$ cat config.mk
export PLATFORM = sky130hd
export DESIGN_NAME = muldiv_unit
export DESIGN_NICKNAME = d
export VERILOG_FILES = /design/src/rtl/muldiv_pkg.sv /design/src/rtl/muldiv_unit.sv
export SDC_FILE = /design/constraint.sdc
export NUM_CORES = 1
export LEC_CHECK = 0
export ABC_AREA = 1
export BUFFER_PORTS_ARGS = -buffer_cell sky130_fd_sc_hd__buf_4
export CAP_MARGIN = 25
export CORE_MARGIN = 5
export CORE_UTILIZATION = 30
export DETAILED_ROUTE_END_ITERATION = 8
export HOLD_SLACK_MARGIN = 0.1
export PLACE_DENSITY = 0.48
export SLEW_MARGIN = 0
export SYNTH_ARGS = -nofsm -noshare
export SYNTH_HDL_FRONTEND = slang
export SYNTH_SLANG_ARGS = --single-unit
$ cat constraint.sdc
create_clock -name clk -period 8.4 [get_ports clk]
set_clock_uncertainty 0.05 [all_clocks]
set_input_delay 1.68 -clock clk [delete_from_list [all_inputs] [get_ports clk]]
set_output_delay 1.68 -clock clk [all_outputs]
set_load 0.1 [all_outputs]
$ cat src/rtl/muldiv_pkg.sv
// Shared types and decode helpers for the iterative multiply/divide unit.
//   md_op_e    : RV32M funct3 encodings
//   md_state_e : unit control states
//   is_div / is_rem / is_signed_a / is_signed_b : per-op decode
package muldiv_pkg;

  typedef enum logic [2:0] {
    OP_MUL    = 3'b000,
    OP_MULH   = 3'b001,
    OP_MULHSU = 3'b010,
    OP_MULHU  = 3'b011,
    OP_DIV    = 3'b100,
    OP_DIVU   = 3'b101,
    OP_REM    = 3'b110,
    OP_REMU   = 3'b111
  } md_op_e;

  typedef enum logic [1:0] {
    S_IDLE  = 2'b00,
    S_CALC  = 2'b01,
    S_FIXUP = 2'b10,
    S_DONE  = 2'b11
  } md_state_e;

  function automatic logic is_div(input md_op_e op);
    return (op inside {OP_DIV, OP_DIVU, OP_REM, OP_REMU});
  endfunction

  function automatic logic is_rem(input md_op_e op);
    return (op inside {OP_REM, OP_REMU});
  endfunction

  // MUL is treated as unsigned: its low half is identical either way.
  function automatic logic is_signed_a(input md_op_e op);
    return (op inside {OP_MULH, OP_MULHSU, OP_DIV, OP_REM});
  endfunction

  function automatic logic is_signed_b(input md_op_e op);
    return (op inside {OP_MULH, OP_DIV, OP_REM});
  endfunction

endpackage

$ cat src/rtl/muldiv_unit.sv
// Iterative RV32M multiply/divide unit (one bit per cycle).
// Ports:
//   clk    : clock, rising edge
//   rst    : synchronous active-high reset
//   start  : request, accepted in IDLE or DONE
//   op     : funct3 operation select
//   a, b   : rs1 / rs2 operands, captured on accept
//   flush  : abort any in-flight operation, result is kept
//   busy   : high while iterating (CALC) and correcting (FIXUP)
//   done   : one-cycle pulse, result valid
//   result : last completed result, held until the next done
module muldiv_unit
  import muldiv_pkg::*;
#(
  parameter  int DATA_WIDTH = 32,
  localparam int CNT_W      = $clog2(DATA_WIDTH + 1)
) (
  input  logic                  clk,
  input  logic                  rst,
  input  logic                  start,
  input  logic [2:0]            op,
  input  logic [DATA_WIDTH-1:0] a,
  input  logic [DATA_WIDTH-1:0] b,
  input  logic                  flush,
  output logic                  busy,
  output logic                  done,
  output logic [DATA_WIDTH-1:0] result
);

  localparam int W = DATA_WIDTH;

  md_state_e       state_q;
  md_op_e          op_q;
  logic            sign_a_q;
  logic            sign_b_q;
  logic [W-1:0]    mcand_q;    // multiplicand or divisor magnitude
  logic [W-1:0]    hi_q;       // product high half / partial remainder
  logic [W-1:0]    lo_q;       // multiplier shifting out / dividend -> quotient
  logic [CNT_W-1:0] cnt_q;
  logic [W-1:0]    result_q;
  logic            done_q;
  logic            busy_q;

  // Accept-side decode
  md_op_e          op_in;
  logic            sa_in, sb_in;
  logic [W-1:0]    a_mag, b_mag;
  logic            special;
  logic [W-1:0]    special_res;

  always_comb begin
    op_in       = md_op_e'(op);
    sa_in       = is_signed_a(op_in) & a[W-1];
    sb_in       = is_signed_b(op_in) & b[W-1];
    a_mag       = sa_in ? -a : a;
    b_mag       = sb_in ? -b : b;
    special     = 1'b0;
    special_res = '0;
    if (is_div(op_in)) begin
      if (b == '0) begin
        special     = 1'b1;
        special_res = is_rem(op_in) ? a : '1;
      end else if (is_signed_a(op_in) && a == {1'b1, {(W-1){1'b0}}} && b == '1) begin
        special     = 1'b1;
        special_res = is_rem(op_in) ? '0 : a;
      end
    end
  end

  // One shared W+1 adder: add for shift-add multiply, subtract for the
  // restoring divide trial.
  logic            sub;
  logic [W:0]      add_x, add_y, add_sum;
  logic [W-1:0]    hi_d, lo_d;

  always_comb begin
    sub = is_div(op_q);
    if (sub) begin
      add_x = {hi_q, lo_q[W-1]};
      add_y = {1'b0, mcand_q};
    end else begin
      add_x = {1'b0, hi_q};
      add_y = lo_q[0] ? {1'b0, mcand_q} : '0;
    end
    add_sum = add_x + (add_y ^ {(W+1){sub}}) + {{W{1'b0}}, sub};
    if (sub) begin
      // Bit W set means the trial went negative: restore the shifted value.
      if (!add_sum[W]) begin
        hi_d = add_sum[W-1:0];
        lo_d = {lo_q[W-2:0], 1'b1};
      end else begin
        hi_d = add_x[W-1:0];
        lo_d = {lo_q[W-2:0], 1'b0};
      end
    end else begin
      // Shift {carry, sum, multiplier} right by one.
      hi_d = add_sum[W:1];
      lo_d = {add_sum[0], lo_q[W-1:1]};
    end
  end

  // Sign correction and output slice selection
  logic [2*W-1:0]  prod_fix;
  logic [W-1:0]    quot_fix, rem_fix, fix_res;

  always_comb begin
    prod_fix = (sign_a_q ^ sign_b_q) ? -{hi_q, lo_q} : {hi_q, lo_q};
    quot_fix = (sign_a_q ^ sign_b_q) ? -lo_q : lo_q;
    rem_fix  = sign_a_q ? -hi_q : hi_q;
    unique case (op_q)
      OP_MUL:                       fix_res = prod_fix[W-1:0];
      OP_MULH, OP_MULHSU, OP_MULHU: fix_res = prod_fix[2*W-1:W];
      OP_DIV, OP_DIVU:              fix_res = quot_fix;
      default:                      fix_res = rem_fix;
    endcase
  end

  always_ff @(posedge clk) begin
    if (rst) begin
      state_q  <= S_IDLE;
      op_q     <= OP_MUL;
      sign_a_q <= 1'b0;
      sign_b_q <= 1'b0;
      mcand_q  <= '0;
      hi_q     <= '0;
      lo_q     <= '0;
      cnt_q    <= '0;
      result_q <= '0;
      done_q   <= 1'b0;
      busy_q   <= 1'b0;
    end else if (flush) begin
      state_q <= S_IDLE;
      done_q  <= 1'b0;
      busy_q  <= 1'b0;
    end else begin
      unique case (state_q)
        S_IDLE, S_DONE: begin
          done_q <= 1'b0;
          busy_q <= 1'b0;
          if (start) begin
            op_q     <= op_in;
            sign_a_q <= sa_in;
            sign_b_q <= sb_in;
            hi_q     <= '0;
            cnt_q    <= CNT_W'(W);
            if (is_div(op_in)) begin
              lo_q    <= a_mag;
              mcand_q <= b_mag;
            end else begin
              lo_q    <= b_mag;
              mcand_q <= a_mag;
            end
            if (special) begin
              result_q <= special_res;
              done_q   <= 1'b1;
              state_q  <= S_DONE;
            end else begin
              busy_q  <= 1'b1;
              state_q <= S_CALC;
            end
          end else begin
            state_q <= S_IDLE;
          end
        end
        S_CALC: begin
          hi_q  <= hi_d;
          lo_q  <= lo_d;
          cnt_q <= cnt_q - CNT_W'(1);
          if (cnt_q == CNT_W'(1)) state_q <= S_FIXUP;
        end
        S_FIXUP: begin
          result_q <= fix_res;
          done_q   <= 1'b1;
          busy_q   <= 1'b0;
          state_q  <= S_DONE;
        end
        default: state_q <= S_IDLE;
      endcase
    end
  end

  assign busy   = busy_q;
  assign done   = done_q;
  assign result = result_q;

endmodule

==> run_summary.xml, run 1 <==
<?xml version="1.0" encoding="UTF-8"?>
<metrics>
  <group name="cts">
    <metric name="clock_path_buffers" unit="">2</metric>
    <metric name="post-cts-setup-buffer-count" unit="">0</metric>
    <metric name="worst_skew_pair.late_latency" unit="ns">0.47</metric>
    <metric name="cts_inserted_buffers" unit="">17</metric>
    <metric name="cts-htree-levels" unit="">4</metric>
    <metric name="cts.sinks" unit="">143</metric>
    <metric name="cts_root_buffer" unit="">sky130_fd_sc_hd__clkbuf_16</metric>
    <metric name="clk_transition_reported_paths" unit="ns">0.07</metric>
    <metric name="postCtsHoldBufs" unit="">0</metric>
    <metric name="clock_tree_from_tritoncts" unit="">yes</metric>
    <metric name="cts_resized" unit="">0</metric>
  </group>
  <group name="grt">
    <metric name="remaining_global_route_overflow" unit="">0</metric>
    <metric name="initial_antenna_violation_count" unit="">0</metric>
    <metric name="grt_use_total" unit="">0.259</metric>
    <metric name="grt_pass1_wl" unit="um">115000</metric>
    <metric name="grt_max_degree" unit="">80</metric>
    <metric name="vias_in_the_first_global_route" unit="">18193</metric>
  </group>
  <group name="setup_path">
    <metric name="critical_path.endpoint_type" unit="">flip-flop</metric>
    <metric name="setup.worst_path.start_class" unit="">flip-flop</metric>
    <metric name="worst_r2r_path_depth" unit="">23</metric>
    <metric name="timing.critical_path.max_delay_family" unit="">simple AND/OR/NAND/NOR gates</metric>
    <metric name="required_time_at_the_worst_slack_endpoint" unit="ns">8.74</metric>
    <metric name="crit_slowest_cell" unit="">sky130_fd_sc_hd__dfxtp_4</metric>
    <metric name="timing.critical_path.mode_cell" unit="">sky130_fd_sc_hd__nand2_1</metric>
    <metric name="reg2reg_setup_slack" unit="ns">3.54</metric>
    <metric name="cp.buffers_inverters" unit="">4</metric>
    <metric name="worst_path_largest_cell_delay" unit="ns">0.81</metric>
    <metric name="worst-setup-path-type" unit="">reg2reg</metric>
    <metric name="crit_path_max_fanout" unit="">77</metric>
    <metric name="critPathArrivalTime" unit="ns">5.19</metric>
    <metric name="critical_path_cell_count" unit="">23</metric>
    <metric name="cp_cell_sequence" unit="">inv_2 -&gt; buf_12 -&gt; buf_4 -&gt; nand2_1 -&gt; nand3_1 -&gt; nand2_1 -&gt; inv_1 -&gt; fa_1 -&gt; nand2_1 -&gt; nand2_1 -&gt; nand3_1 -&gt; nand2_1 -&gt; nand2_1 -&gt; nand2_1 -&gt; nand2_1 -&gt; nand2_1 -&gt; nand2_1 -&gt; nand2_2 -&gt; nor2_1 -&gt; nand3_1 -&gt; nand2_1 -&gt; nand2_1 -&gt; a21oi_1</metric>
  </group>
  <group name="routing">
    <metric name="drc" unit="">0</metric>
    <metric name="wl" unit="um">77700</metric>
    <metric name="route.vias.total" unit="">19607</metric>
    <metric name="route.detailed.wl_per_inst" unit="um">21.3</metric>
    <metric name="number_of_iterations_in_the_first_detailed_routing_pass" unit="">6</metric>
    <metric name="initialDrtViolationCount" unit="">1954</metric>
    <metric name="post_drt_via_cell_ratio" unit="">5.38</metric>
    <metric name="antenna_violating_nets_post_route" unit="">0</metric>
  </group>
  <group name="floorplanning">
    <metric name="fp.dieH" unit="um">241</metric>
    <metric name="fp.dieW" unit="um">241</metric>
    <metric name="rows" unit="">84</metric>
    <metric name="initial_utilization" unit="">0.304</metric>
    <metric name="design.portCount" unit="">105</metric>
    <metric name="die_area" unit="um2">58200</metric>
    <metric name="floorplan.core_area" unit="um2">52800</metric>
  </group>
  <group name="pwr">
    <metric name="worst_ir_drop_vdd" unit="V">0.000108</metric>
    <metric name="power_density" unit="nW/um2">138</metric>
    <metric name="power.share.combinational" unit="">0.367</metric>
    <metric name="netSwitchingFraction" unit="">0.448</metric>
    <metric name="p_sw" unit="mW">1.10</metric>
    <metric name="p_clk_frac" unit="">0.316</metric>
    <metric name="cellInternalPower" unit="mW">1.36</metric>
    <metric name="power.sequential.fraction" unit="">0.317</metric>
    <metric name="cellLeakagePower" unit="nW">8.38</metric>
  </group>
  <group name="flow_run">
    <metric name="drv_cap" unit="">0</metric>
  </group>
  <group name="logic_synthesis">
    <metric name="syn_nets" unit="">3053</metric>
    <metric name="yosysTopAreaCellShare" unit="">0.199</metric>
    <metric name="cell_types_with_the_largest_area_share_after_synthesis" unit="">sky130_fd_sc_hd__nand2_1 20%, sky130_fd_sc_hd__dfxtp_1 18%, sky130_fd_sc_hd__nand3_1 9.6%</metric>
    <metric name="synth_edf_count" unit="">0</metric>
    <metric name="synth.yosys.seq_area_share" unit="">0.178</metric>
    <metric name="async_flop_share" unit="">0</metric>
    <metric name="syn_area" unit="um2">16000</metric>
    <metric name="synth-warning-count" unit="">0</metric>
    <metric name="distinct_cell_type_count_of_the_synthesized_netlist" unit="">54</metric>
    <metric name="post_synth.cell_area_avg" unit="um2">5.46</metric>
    <metric name="synth_top_cell_by_area" unit="">sky130_fd_sc_hd__nand2_1</metric>
    <metric name="yosys_register_bits" unit="">143</metric>
    <metric name="main_synth_ff_type" unit="">sky130_fd_sc_hd__dfxtp_1</metric>
    <metric name="syn_inst_count" unit="">2940</metric>
  </group>
  <group name="run_status">
    <metric name="status" unit="">completed</metric>
  </group>
  <group name="timing">
    <metric name="slew_headroom" unit="">0.284</metric>
    <metric name="pins_over_their_slew_limit" unit="">0</metric>
    <metric name="timing.final.crit_period" unit="ns">4.86</metric>
    <metric name="finalSetupViolCount" unit="">0</metric>
    <metric name="finalHoldWorstSlack" unit="ns">0.413</metric>
    <metric name="final_hold_viols" unit="">0</metric>
    <metric name="fmax" unit="MHz">206</metric>
    <metric name="grt_setup_unrepaired" unit="">false</metric>
    <metric name="post-route-period-util" unit="">0.578</metric>
    <metric name="actual_slew_at_the_worst_max_slew_pin" unit="ns">1.07</metric>
    <metric name="totalNegativeSetupSlack" unit="ns">0</metric>
  </group>
  <group name="cells_and_area">
    <metric name="postLayoutCoreUtil" unit="">0.338</metric>
    <metric name="highest_count_cells_in_the_layout_ignoring_fill_and_taps" unit="">852 x sky130_fd_sc_hd__nand2_1, 319 x sky130_fd_sc_hd__inv_1, 319 x sky130_fd_sc_hd__nor2_1, 308 x sky130_fd_sc_hd__nand3_1, 249 x sky130_fd_sc_hd__o21ai_0</metric>
    <metric name="antenna_cells" unit="">0</metric>
    <metric name="final_design_area_no_fill" unit="um2">17900</metric>
    <metric name="layout_commonest_cell" unit="">sky130_fd_sc_hd__nand2_1</metric>
    <metric name="drive_above_1_share" unit="">0.0789</metric>
    <metric name="final-instance-count-excl-fill" unit="">3642</metric>
    <metric name="final_net_count" unit="">3054</metric>
    <metric name="filler_cell_count" unit="">6094</metric>
    <metric name="syn_to_final_growth" unit="%">11.3</metric>
  </group>
  <group name="hold_path">
    <metric name="hold_path_depth" unit="">2</metric>
    <metric name="min_path_type" unit="">reg2reg</metric>
  </group>
  <group name="place">
    <metric name="final_estimated_routing_congestion_in_global_placement" unit="">0.990</metric>
    <metric name="place.detailed.instances" unit="">3609</metric>
    <metric name="hpwlAfterDp" unit="um">62900</metric>
    <metric name="portBuffers" unit="">104</metric>
    <metric name="dpl_cell_area" unit="um2">17300</metric>
  </group>
</metrics>
==> stage by stage <==
stage / worst slack (ns) / power [mW]
finish: 3.54 / 2.46
global route: 3.07 / 2.58
CTS: 3.47 / 2.45
detailed placement: 3.50 / 1.68
global placement: 3.07 / 1.67
floorplan: 4.97 / 1.34
==> sequential cells by signal, indices dropped and copies added, names as in the netlist <==
signal and cells:
busy 1, cnt_q 6, done 1, hi_q 32, lo_q 32, mcand_q 32, op_q 3, result 32
sign_a_q 1, sign_b_q 1, state_q 2
==> worst reg2reg max path, stage by stage (launching register included) <==
cell                      delay (ns)
sky130_fd_sc_hd__dfxtp_4        0.81
sky130_fd_sc_hd__inv_2          0.41
sky130_fd_sc_hd__buf_12         0.30
sky130_fd_sc_hd__buf_4          0.27
sky130_fd_sc_hd__nand2_1        0.12
sky130_fd_sc_hd__nand3_1        0.09
sky130_fd_sc_hd__nand2_1        0.09
sky130_fd_sc_hd__inv_1          0.07
sky130_fd_sc_hd__fa_1           0.43
sky130_fd_sc_hd__nand2_1        0.09
sky130_fd_sc_hd__nand2_1        0.08
sky130_fd_sc_hd__nand3_1        0.09
sky130_fd_sc_hd__nand2_1        0.11
sky130_fd_sc_hd__nand2_1        0.08
sky130_fd_sc_hd__nand2_1        0.18
sky130_fd_sc_hd__nand2_1        0.17
sky130_fd_sc_hd__nand2_1        0.08
sky130_fd_sc_hd__nand2_1        0.09
sky130_fd_sc_hd__nand2_2        0.37
sky130_fd_sc_hd__nor2_1         0.42
sky130_fd_sc_hd__nand3_1        0.12
sky130_fd_sc_hd__nand2_1        0.07
sky130_fd_sc_hd__nand2_1        0.05
sky130_fd_sc_hd__a21oi_1        0.13
==> cells in the mapped netlist (3+ instances only) <==
cell and instances:
sky130_fd_sc_hd__buf_6 3, sky130_fd_sc_hd__buf_2 20, sky130_fd_sc_hd__o21ai_1 7, sky130_fd_sc_hd__nand2_1 852, sky130_fd_sc_hd__o211ai_1 45, sky130_fd_sc_hd__nand3_2 4
sky130_fd_sc_hd__clkbuf_1 99, sky130_fd_sc_hd__a21oi_2 6, sky130_fd_sc_hd__ha_1 41, sky130_fd_sc_hd__o21bai_1 27, sky130_fd_sc_hd__nor4_1 6, sky130_fd_sc_hd__o31ai_1 6
sky130_fd_sc_hd__or2_2 9, sky130_fd_sc_hd__inv_1 321, sky130_fd_sc_hd__inv_2 12, sky130_fd_sc_hd__a21oi_1 200, sky130_fd_sc_hd__o22ai_1 6, sky130_fd_sc_hd__or2_1 3
sky130_fd_sc_hd__a31oi_1 27, sky130_fd_sc_hd__nor2_4 4, sky130_fd_sc_hd__nand3b_1 4, sky130_fd_sc_hd__nand2_2 7, sky130_fd_sc_hd__nor2_2 16, sky130_fd_sc_hd__nand4_1 39
sky130_fd_sc_hd__dfxtp_1 143, sky130_fd_sc_hd__buf_4 8, sky130_fd_sc_hd__nor3_1 25, sky130_fd_sc_hd__xnor2_1 12, sky130_fd_sc_hd__xor2_1 65, sky130_fd_sc_hd__o2111ai_1 3
sky130_fd_sc_hd__nand3_1 308, sky130_fd_sc_hd__o21ai_0 249, sky130_fd_sc_hd__nor2_1 321, sky130_fd_sc_hd__and2_1 3, sky130_fd_sc_hd__buf_1 13
==> power by group through the flow <==
stage | Combinational, mW | Sequential [mW] | Clock, mW
6_report | 0.904 | 0.780 | 0.779
5_1_grt | 0.985 | 0.783 | 0.816
4_1_cts | 0.885 | 0.777 | 0.788
3_5_place_dp | 0.883 | 0.793 | 0
3_3_place_gp | 0.881 | 0.793 | 0
2_1_floorplan | 0.583 | 0.757 | 0
==> cells by family after synthesis <==
logic type | count (synthesis) | synth area share
simple gates | 1612 | 0.426
flops | 143 | 0.178
fa+ha+maj | 42 | 0.0332
compound gates | 589 | 0.204
buf+inv | 477 | 0.116
xor+xnor | 77 | 0.0420
==> area by class of cell <==
class / instances / area, um2 / share of cell area
clock buffer: 17 / 425 / 0.0238
clock inverter: 15 / 155 / 0.00869
inverter: 334 / 1250 / 0.0702
multi-input combinational: 2320 / 11300 / 0.635
sequential: 143 / 2870 / 0.161
tap: 688 / 861 / 0.0482
timing repair buffer: 125 / 963 / 0.0540
==> final timing paths <==
| path | endpoint | startpoint |
|---|---|---|
| max | hi_q[31]$_SDFFE_PP0P_ | op_q[2]$_SDFFE_PP0P_ |
| min | busy$_SDFFE_PP0P_ | busy$_SDFFE_PP0P_ |
| min reg2reg | busy$_SDFFE_PP0P_ | busy$_SDFFE_PP0P_ |
| max reg2reg | hi_q[31]$_SDFFE_PP0P_ | op_q[2]$_SDFFE_PP0P_ |
==> metal layers <==
layer	GRT usage	routed length, um	vias to the layer above
li1	-	-	9614
met1	0.359	34900	9211
met2	0.410	34800	675
met3	0.0455	5240	107
met4	0.0853	2640	0
met5	0	0	-
Power figures use the tool's default switching activity.
==> run 2, diff against run 1 <==
- ABC_AREA: 1 -> 0
- PLACE_DENSITY: 0.48 -> 0.5
- clock period: 8.4 -> 3.9 ns (I/O delays scaled with it)
==> run 2 against run 1 <==
- utilization grew 2.1 points
- largest power group is now clock
- via count decreased by 22%
- largest cell class unchanged
- die area down 13%
- setup slack worse by 3.4 ns
==> run_summary.xml, run 2 <==
<?xml version="1.0" encoding="UTF-8"?>
<metrics>
  <group name="grt">
    <metric name="globalRouteMet3Util" unit="">0.0399</metric>
    <metric name="initial_antenna_violation_count" unit="">1</metric>
    <metric name="grt_use_total" unit="">0.232</metric>
    <metric name="grt_pass1_wl" unit="um">90600</metric>
    <metric name="groute.layer.met1.usage" unit="">0.337</metric>
    <metric name="vias_in_the_first_global_route" unit="">14260</metric>
    <metric name="most_heavily_used_metal_layer_in_global_routing" unit="">met2</metric>
    <metric name="grt_use_met2" unit="">0.349</metric>
    <metric name="remaining_global_route_overflow" unit="">0</metric>
    <metric name="grt_max_degree" unit="">67</metric>
  </group>
  <group name="logic_synthesis">
    <metric name="synth.yosys.seq_area_share" unit="">0.206</metric>
    <metric name="yosys-top-cells-count" unit="">251 x sky130_fd_sc_hd__nor2_1, 166 x sky130_fd_sc_hd__nand2_1, 152 x sky130_fd_sc_hd__o21ai_0, 143 x sky130_fd_sc_hd__dfxtp_1, 135 x sky130_fd_sc_hd__a21oi_1</metric>
    <metric name="async_flop_share" unit="">0</metric>
    <metric name="cell_types_with_the_largest_area_share_after_synthesis" unit="">sky130_fd_sc_hd__dfxtp_1 21%, sky130_fd_sc_hd__nor2_1 6.8%, sky130_fd_sc_hd__xnor2_1 5.5%</metric>
    <metric name="main_synth_ff_type" unit="">sky130_fd_sc_hd__dfxtp_1</metric>
    <metric name="yosys_register_bits" unit="">143</metric>
    <metric name="synth-warning-count" unit="">0</metric>
    <metric name="syn_area" unit="um2">13900</metric>
    <metric name="post-synth-top-count-cell" unit="">sky130_fd_sc_hd__nor2_1</metric>
    <metric name="post_synth.cell_area_avg" unit="um2">7.16</metric>
    <metric name="distinct_cell_type_count_of_the_synthesized_netlist" unit="">83</metric>
    <metric name="syn_nets" unit="">2050</metric>
    <metric name="yosysTopAreaCellShare" unit="">0.206</metric>
    <metric name="synth_top_cell_by_area" unit="">sky130_fd_sc_hd__dfxtp_1</metric>
    <metric name="synth_edf_count" unit="">0</metric>
    <metric name="syn_inst_count" unit="">1937</metric>
  </group>
  <group name="run_status">
    <metric name="status" unit="">completed</metric>
  </group>
  <group name="cts">
    <metric name="worst_skew_pair.late_latency" unit="ns">0.47</metric>
    <metric name="cts_root_buffer" unit="">sky130_fd_sc_hd__clkbuf_16</metric>
    <metric name="cts_inserted_buffers" unit="">17</metric>
    <metric name="clock_tree_from_tritoncts" unit="">yes</metric>
    <metric name="cts.sinks" unit="">143</metric>
    <metric name="clock_path_buffers" unit="">2</metric>
    <metric name="cts-htree-levels" unit="">4</metric>
    <metric name="clk_transition_reported_paths" unit="ns">0.06</metric>
  </group>
  <group name="routing">
    <metric name="post_drt_via_cell_ratio" unit="">5.78</metric>
    <metric name="route.vias.total" unit="">15215</metric>
    <metric name="number_of_iterations_in_the_first_detailed_routing_pass" unit="">7</metric>
    <metric name="route.detailed.wl_per_inst" unit="um">22.8</metric>
    <metric name="drc" unit="">0</metric>
    <metric name="wl" unit="um">60000</metric>
    <metric name="antenna_violating_nets_post_route" unit="">0</metric>
    <metric name="initialDrtViolationCount" unit="">1550</metric>
  </group>
  <group name="hold_path">
    <metric name="hp-start" unit="">mcand_q[28]$_SDFFE_PP0P_</metric>
    <metric name="min_path_type" unit="">reg2reg</metric>
    <metric name="hold_path_end" unit="">mcand_q[28]$_SDFFE_PP0P_</metric>
    <metric name="hold_path_depth" unit="">2</metric>
  </group>
  <group name="cells_and_area">
    <metric name="syn_to_final_growth" unit="%">18.1</metric>
    <metric name="ff_latch_area" unit="um2">2860</metric>
    <metric name="filler_cell_count" unit="">4836</metric>
    <metric name="antenna_cells" unit="">0</metric>
    <metric name="area_taken_by_multi_input_logic_gates" unit="um2">10300</metric>
    <metric name="highest_count_cells_in_the_layout_ignoring_fill_and_taps" unit="">248 x sky130_fd_sc_hd__nor2_1, 226 x sky130_fd_sc_hd__buf_4, 166 x sky130_fd_sc_hd__nand2_1, 147 x sky130_fd_sc_hd__o21ai_0, 142 x sky130_fd_sc_hd__dfxtp_1</metric>
    <metric name="layout_commonest_cell" unit="">sky130_fd_sc_hd__nor2_1</metric>
    <metric name="final-instance-count-excl-fill" unit="">2633</metric>
    <metric name="drive_above_1_share" unit="">0.180</metric>
    <metric name="final_net_count" unit="">2133</metric>
  </group>
  <group name="setup_path">
    <metric name="worst_r2r_path_depth" unit="">11</metric>
    <metric name="required_time_at_the_worst_slack_endpoint" unit="ns">4.16</metric>
    <metric name="rr_startpoint" unit="">hi_q[0]$_SDFFE_PP0P_</metric>
    <metric name="crit_path_max_fanout" unit="">8</metric>
    <metric name="timing.rr.end" unit="">result[18]$_SDFFE_PP0P_</metric>
    <metric name="critPathArrivalTime" unit="ns">4.02</metric>
    <metric name="critical_path.endpoint_type" unit="">flip-flop</metric>
    <metric name="crit_start" unit="">hi_q[0]$_SDFFE_PP0P_</metric>
    <metric name="setup.worst_path.start_class" unit="">flip-flop</metric>
    <metric name="reg2reg_setup_slack" unit="ns">0.14</metric>
    <metric name="worst-setup-path-type" unit="">reg2reg</metric>
  </group>
  <group name="timing">
    <metric name="fmax" unit="MHz">266</metric>
    <metric name="final_critical_path_setup_slack" unit="ns">0.141</metric>
    <metric name="actual_slew_at_the_worst_max_slew_pin" unit="ns">1.05</metric>
    <metric name="finalHoldWorstSlack" unit="ns">0.417</metric>
    <metric name="pins_over_their_slew_limit" unit="">0</metric>
    <metric name="timing.final.crit_period" unit="ns">3.76</metric>
    <metric name="post-route-period-util" unit="">0.964</metric>
    <metric name="grt_setup_unrepaired" unit="">false</metric>
    <metric name="finalSetupViolCount" unit="">0</metric>
    <metric name="final_hold_viols" unit="">0</metric>
    <metric name="slew_headroom" unit="">0.294</metric>
  </group>
  <group name="place">
    <metric name="portBuffers" unit="">104</metric>
    <metric name="final_estimated_routing_congestion_in_global_placement" unit="">0.955</metric>
    <metric name="place.detailed.instances" unit="">2599</metric>
    <metric name="hpwlAfterDp" unit="um">47700</metric>
    <metric name="dp_slack" unit="ns">-0.265</metric>
  </group>
  <group name="floorplanning">
    <metric name="floorplan.core_area" unit="um2">45600</metric>
    <metric name="fp.dieW" unit="um">225</metric>
    <metric name="initial_utilization" unit="">0.304</metric>
    <metric name="rows" unit="">78</metric>
    <metric name="die_area" unit="um2">50600</metric>
    <metric name="fp.dieH" unit="um">225</metric>
    <metric name="design.portCount" unit="">105</metric>
  </group>
  <group name="pwr">
    <metric name="worst_ir_drop_vdd" unit="V">0.000293</metric>
    <metric name="cellLeakagePower" unit="nW">6.41</metric>
    <metric name="power_density" unit="nW/um2">282</metric>
  </group>
  <group name="flow_run">
    <metric name="drv_cap" unit="">0</metric>
  </group>
</metrics>
==> run 2: cell count changes in the layout (fill, tap and decap cells not counted), sizes merged, moves of 58 or more <==
cell / previous run / this run
nor2: 342 / 252
buf: 125 / 229
nand3: 313 / 25
o21ai: 258 / 158
nand2: 860 / 167
mux2: 0 / 58
inv: 344 / 43
a21oi: 208 / 136
xnor2: 12 / 87
==> run 2: layer usage <==
layer,part of all wire,up-vias
li1,-,7279
met1,0.47,7225
met2,0.43,641
met3,0.078,68
met4,0.024,2
met5,0.00028,-
==> run 2: worst max path at each step <==
| stage | end | slack (ns) | depth (start not counted) |
|---|---|---|---|
| global route | hi_q[31]$_SDFFE_PP0P_ | 0.02 | 11 |
| floorplan | hi_q[25]$_SDFFE_PP0P_ | 0.08 | 15 |
| detailed placement | result[18]$_SDFFE_PP0P_ | -0.27 | 10 |
| finish | result[18]$_SDFFE_PP0P_ | 0.14 | 11 |
| CTS | hi_q[2]$_SDFFE_PP0P_ | 0.02 | 12 |
| global placement | result[18]$_SDFFE_PP0P_ | -0.21 | 10 |
==> run 2: through the flow <==
step                TNS (ns)  utilization  power [mW]  cell area [um2]
CTS                        0        0.358        4.62            16300
global placement      -0.213        0.345        2.93            15700
floorplan                  0            -        2.44            13900
detailed placement    -0.265        0.345        2.93            15700
global route               0        0.359        4.82            16400
finish                     0        0.359        4.61            16400
==> run 2: cell type report <==
cell class                 count  share of cell area
timing repair buffer         229               0.107
inverter                      36             0.00825
sequential                   143               0.175
clock inverter                14             0.00871
clock buffer                  18              0.0268
multi-input combinational   1593               0.629
tap                          600              0.0458
==> run 2: cells by family after synthesis <==
family	synth area share
AO/OA/AOI/OAI	0.281
XOR/XNOR	0.102
adder cells (fa/ha/maj)	0.0384
buffers and inverters	0.0575
flip-flops	0.206
multiplexers	0.0883
AND/OR/NAND/NOR	0.226
==> run 2: power by group <==
| group | switching (mW) | internal [mW] | total [mW] | leakage [nW] |
|---|---|---|---|---|
| Sequential | 0.0946 | 1.53 | 1.62 | 1.16 |
| Clock | 0.765 | 0.915 | 1.68 | 0.283 |
| Combinational | 0.825 | 0.482 | 1.31 | 4.96 |
==> run 2: worst max-delay path, stage by stage (launching register included) <==
cell                        delay, ns
sky130_fd_sc_hd__dfxtp_1         0.33
sky130_fd_sc_hd__buf_4           0.18
sky130_fd_sc_hd__inv_1           0.18
sky130_fd_sc_hd__ha_1            0.32
sky130_fd_sc_hd__nor3b_1         0.36
sky130_fd_sc_hd__nand3_1         0.34
sky130_fd_sc_hd__buf_4           0.28
sky130_fd_sc_hd__o21ai_0         0.21
sky130_fd_sc_hd__xor2_1          0.24
sky130_fd_sc_hd__o22ai_1         0.11
sky130_fd_sc_hd__a2111oi_0       0.89
sky130_fd_sc_hd__nor3_1          0.10
==> run 2: repair_timing <==
item	CTS	global route
endpoints found under the hold margin	0	0
setup buffers	0	2
pin swaps	1	1
endpoints found under the setup margin	2	33
hold buffers	0	0
gates resized for setup	0	9
==> run 3, diff against run 2 <==
- GPL_TIMING_DRIVEN: default -> 0
==> run 3 against run 2 <==
- design area increased by 0.69%
- clock power increased by 11%
- register-to-register slack got worse by 0.02 ns
- fmax decreased by 1.1%
- global-route usage increased by 3.2 points
- sequential share of layout area decreased by 0.11 points
- hold slack improved by 0.0034 ns
- total power increased by 5.4%
- non-clock buffer count increased by 52
- first-iteration DRC count increased by 19%
==> run_summary.xml, run 3 (synthesis gave the netlist of run 2 again) <==
<?xml version="1.0" encoding="UTF-8"?>
<metrics>
  <group name="run_status">
    <metric name="status" unit="">completed</metric>
  </group>
  <group name="cts">
    <metric name="clk_transition_reported_paths" unit="ns">0.06</metric>
    <metric name="postCtsHoldBufs" unit="">0</metric>
    <metric name="cts_inserted_buffers" unit="">17</metric>
    <metric name="cts-htree-levels" unit="">4</metric>
    <metric name="cts_root_buffer" unit="">sky130_fd_sc_hd__clkbuf_16</metric>
    <metric name="clock_tree_from_tritoncts" unit="">yes</metric>
    <metric name="cts.sinks" unit="">143</metric>
    <metric name="clock_path_buffers" unit="">2</metric>
    <metric name="worst_skew_pair.late_latency" unit="ns">0.48</metric>
  </group>
  <group name="cells_and_area">
    <metric name="highest_count_cells_in_the_layout_ignoring_fill_and_taps" unit="">250 x sky130_fd_sc_hd__nor2_1, 166 x sky130_fd_sc_hd__nand2_1, 142 x sky130_fd_sc_hd__dfxtp_1, 131 x sky130_fd_sc_hd__a21oi_1, 127 x sky130_fd_sc_hd__o21ai_0</metric>
    <metric name="postLayoutCoreUtil" unit="">0.362</metric>
    <metric name="layout_commonest_cell" unit="">sky130_fd_sc_hd__nor2_1</metric>
    <metric name="filler_cell_count" unit="">4869</metric>
    <metric name="syn_to_final_growth" unit="%">18.9</metric>
    <metric name="final-instance-count-excl-fill" unit="">2686</metric>
    <metric name="final_net_count" unit="">2185</metric>
    <metric name="drive_above_1_share" unit="">0.148</metric>
  </group>
  <group name="floorplanning">
    <metric name="fp.dieH" unit="um">225</metric>
    <metric name="die_area" unit="um2">50600</metric>
    <metric name="floorplan.core_area" unit="um2">45600</metric>
    <metric name="fp.dieW" unit="um">225</metric>
    <metric name="design.portCount" unit="">105</metric>
    <metric name="initial_utilization" unit="">0.304</metric>
    <metric name="rows" unit="">78</metric>
  </group>
  <group name="setup_path">
    <metric name="crit_path_max_fanout" unit="">10</metric>
    <metric name="cp_cell_sequence" unit="">buf_4 -&gt; or4_1 -&gt; clkbuf_1 -&gt; nor4_4 -&gt; nand4b_2 -&gt; o21ai_2 -&gt; a31o_2 -&gt; buf_4 -&gt; buf_4 -&gt; nor2_1 -&gt; a311oi_1</metric>
    <metric name="worst_path_largest_cell_delay" unit="ns">0.58</metric>
    <metric name="critPathArrivalTime" unit="ns">4.05</metric>
    <metric name="required_time_at_the_worst_slack_endpoint" unit="ns">4.15</metric>
    <metric name="setup.worst_path.start_class" unit="">input port</metric>
    <metric name="critical_path_cell_count" unit="">11</metric>
    <metric name="worst_r2r_path_depth" unit="">10</metric>
    <metric name="critical_path.endpoint_type" unit="">flip-flop</metric>
    <metric name="timing.critical_path.mode_cell" unit="">sky130_fd_sc_hd__buf_4</metric>
    <metric name="cp.buffers_inverters" unit="">4</metric>
    <metric name="crit_slowest_cell" unit="">sky130_fd_sc_hd__nor4_4</metric>
    <metric name="worst-setup-path-type" unit="">in2reg</metric>
    <metric name="timing.critical_path.max_delay_family" unit="">simple AND/OR/NAND/NOR gates</metric>
  </group>
  <group name="timing">
    <metric name="pins_over_their_slew_limit" unit="">0</metric>
    <metric name="timing.final.crit_period" unit="ns">3.80</metric>
    <metric name="slew_headroom" unit="">0.218</metric>
    <metric name="finalHoldWorstSlack" unit="ns">0.421</metric>
    <metric name="finalSetupViolCount" unit="">0</metric>
    <metric name="fmax" unit="MHz">263</metric>
    <metric name="post-route-period-util" unit="">0.975</metric>
    <metric name="actual_slew_at_the_worst_max_slew_pin" unit="ns">1.17</metric>
    <metric name="final_hold_viols" unit="">0</metric>
    <metric name="grt_setup_unrepaired" unit="">false</metric>
    <metric name="final_critical_path_setup_slack" unit="ns">0.0983</metric>
  </group>
  <group name="grt">
    <metric name="grt_use_total" unit="">0.264</metric>
    <metric name="remaining_global_route_overflow" unit="">0</metric>
    <metric name="initial_antenna_violation_count" unit="">2</metric>
    <metric name="grt_max_degree" unit="">20</metric>
    <metric name="grt_pass1_wl" unit="um">99800</metric>
    <metric name="vias_in_the_first_global_route" unit="">14833</metric>
  </group>
  <group name="routing">
    <metric name="wl" unit="um">69100</metric>
    <metric name="route.vias.total" unit="">15908</metric>
    <metric name="number_of_iterations_in_the_first_detailed_routing_pass" unit="">6</metric>
    <metric name="antenna_violating_nets_post_route" unit="">0</metric>
    <metric name="post_drt_via_cell_ratio" unit="">5.92</metric>
    <metric name="initialDrtViolationCount" unit="">1843</metric>
    <metric name="route.detailed.wl_per_inst" unit="um">25.7</metric>
    <metric name="drc" unit="">0</metric>
  </group>
  <group name="place">
    <metric name="final_estimated_routing_congestion_in_global_placement" unit="">1.01</metric>
    <metric name="hpwlAfterDp" unit="um">56200</metric>
    <metric name="place.detailed.instances" unit="">2641</metric>
    <metric name="portBuffers" unit="">102</metric>
    <metric name="dp_slack" unit="ns">-1.32</metric>
  </group>
  <group name="pwr">
    <metric name="power_density" unit="nW/um2">295</metric>
    <metric name="cellLeakagePower" unit="nW">6.23</metric>
    <metric name="worst_ir_drop_vdd" unit="V">0.000302</metric>
    <metric name="total_power_draw" unit="mW">4.86</metric>
  </group>
  <group name="hold_path">
    <metric name="min_path_type" unit="">reg2reg</metric>
    <metric name="hold_path_depth" unit="">2</metric>
  </group>
  <group name="flow_run">
    <metric name="drv_cap" unit="">0</metric>
  </group>
</metrics>
run 3: worst register-to-register path, cell delays in order (launching register included):
cell	delay (ns)
sky130_fd_sc_hd__dfxtp_1	0.30
sky130_fd_sc_hd__clkbuf_1	0.23
sky130_fd_sc_hd__inv_1	0.18
sky130_fd_sc_hd__ha_1	0.36
sky130_fd_sc_hd__nor3b_1	0.42
sky130_fd_sc_hd__nand3_1	0.28
sky130_fd_sc_hd__nor4_1	0.92
sky130_fd_sc_hd__a31oi_1	0.21
sky130_fd_sc_hd__xnor2_1	0.18
sky130_fd_sc_hd__o221a_2	0.33
sky130_fd_sc_hd__a211oi_1	0.23
run 3: where the power goes:
group          internal (mW)  switching [mW]  total [mW]
Sequential              1.53          0.0903        1.62
Clock                   1.15           0.711        1.86
Combinational          0.460           0.915        1.37
run 3: stage by stage:
| stage | cell area [um2] | TNS [ns] |
|---|---|---|
| 2_1_floorplan | 13900 | 0 |
| 3_3_place_gp | 15400 | -50.50 |
| 3_5_place_dp | 15400 | -51.24 |
| 4_1_cts | 16300 | 0 |
| 5_1_grt | 16500 | 0 |
| 6_report | 16500 | 0 |
run 3: what timing repair did:
action | in CTS | in global routing
resized for setup | 55 | 49
cloned | 1 | 0
setup buffers | 5 | 9
pin swaps | 6 | 11
hold endpoints to repair | 0 | 0
endpoints found under the setup margin | 34 | 37
run 3: layout make-up:
class	instances	area, um2	area share
multi-input combinational	1593	10500	0.634
sequential	143	2870	0.174
timing repair buffer	120	893	0.0542
tap	600	751	0.0455
buffer	161	733	0.0445
clock buffer	20	447	0.0271
clock inverter	12	208	0.0126
inverter	36	136	0.00827
antenna	1	2.50	0.000152
run 3: metal layers:
metal | part of all wire | track usage
met4 | 0.046 | 0.110
met3 | 0.074 | 0.0404
met2 | 0.43 | 0.410
met5 | 0 | 0
met1 | 0.44 | 0.364
run 3: worst paths after layout:
path	startpoint	to	slack, ns
worst max register to register	hi_q[0]$_SDFFE_PP0P_	result[26]$_SDFFE_PP0P_	0.12
worst max-delay path	b[10]	result[0]$_SDFFE_PP0P_	0.1
worst min register to register	result[12]$_SDFFE_PP0P_	result[12]$_SDFFE_PP0P_	0.42
worst min-delay path	result[12]$_SDFFE_PP0P_	result[12]$_SDFFE_PP0P_	0.42
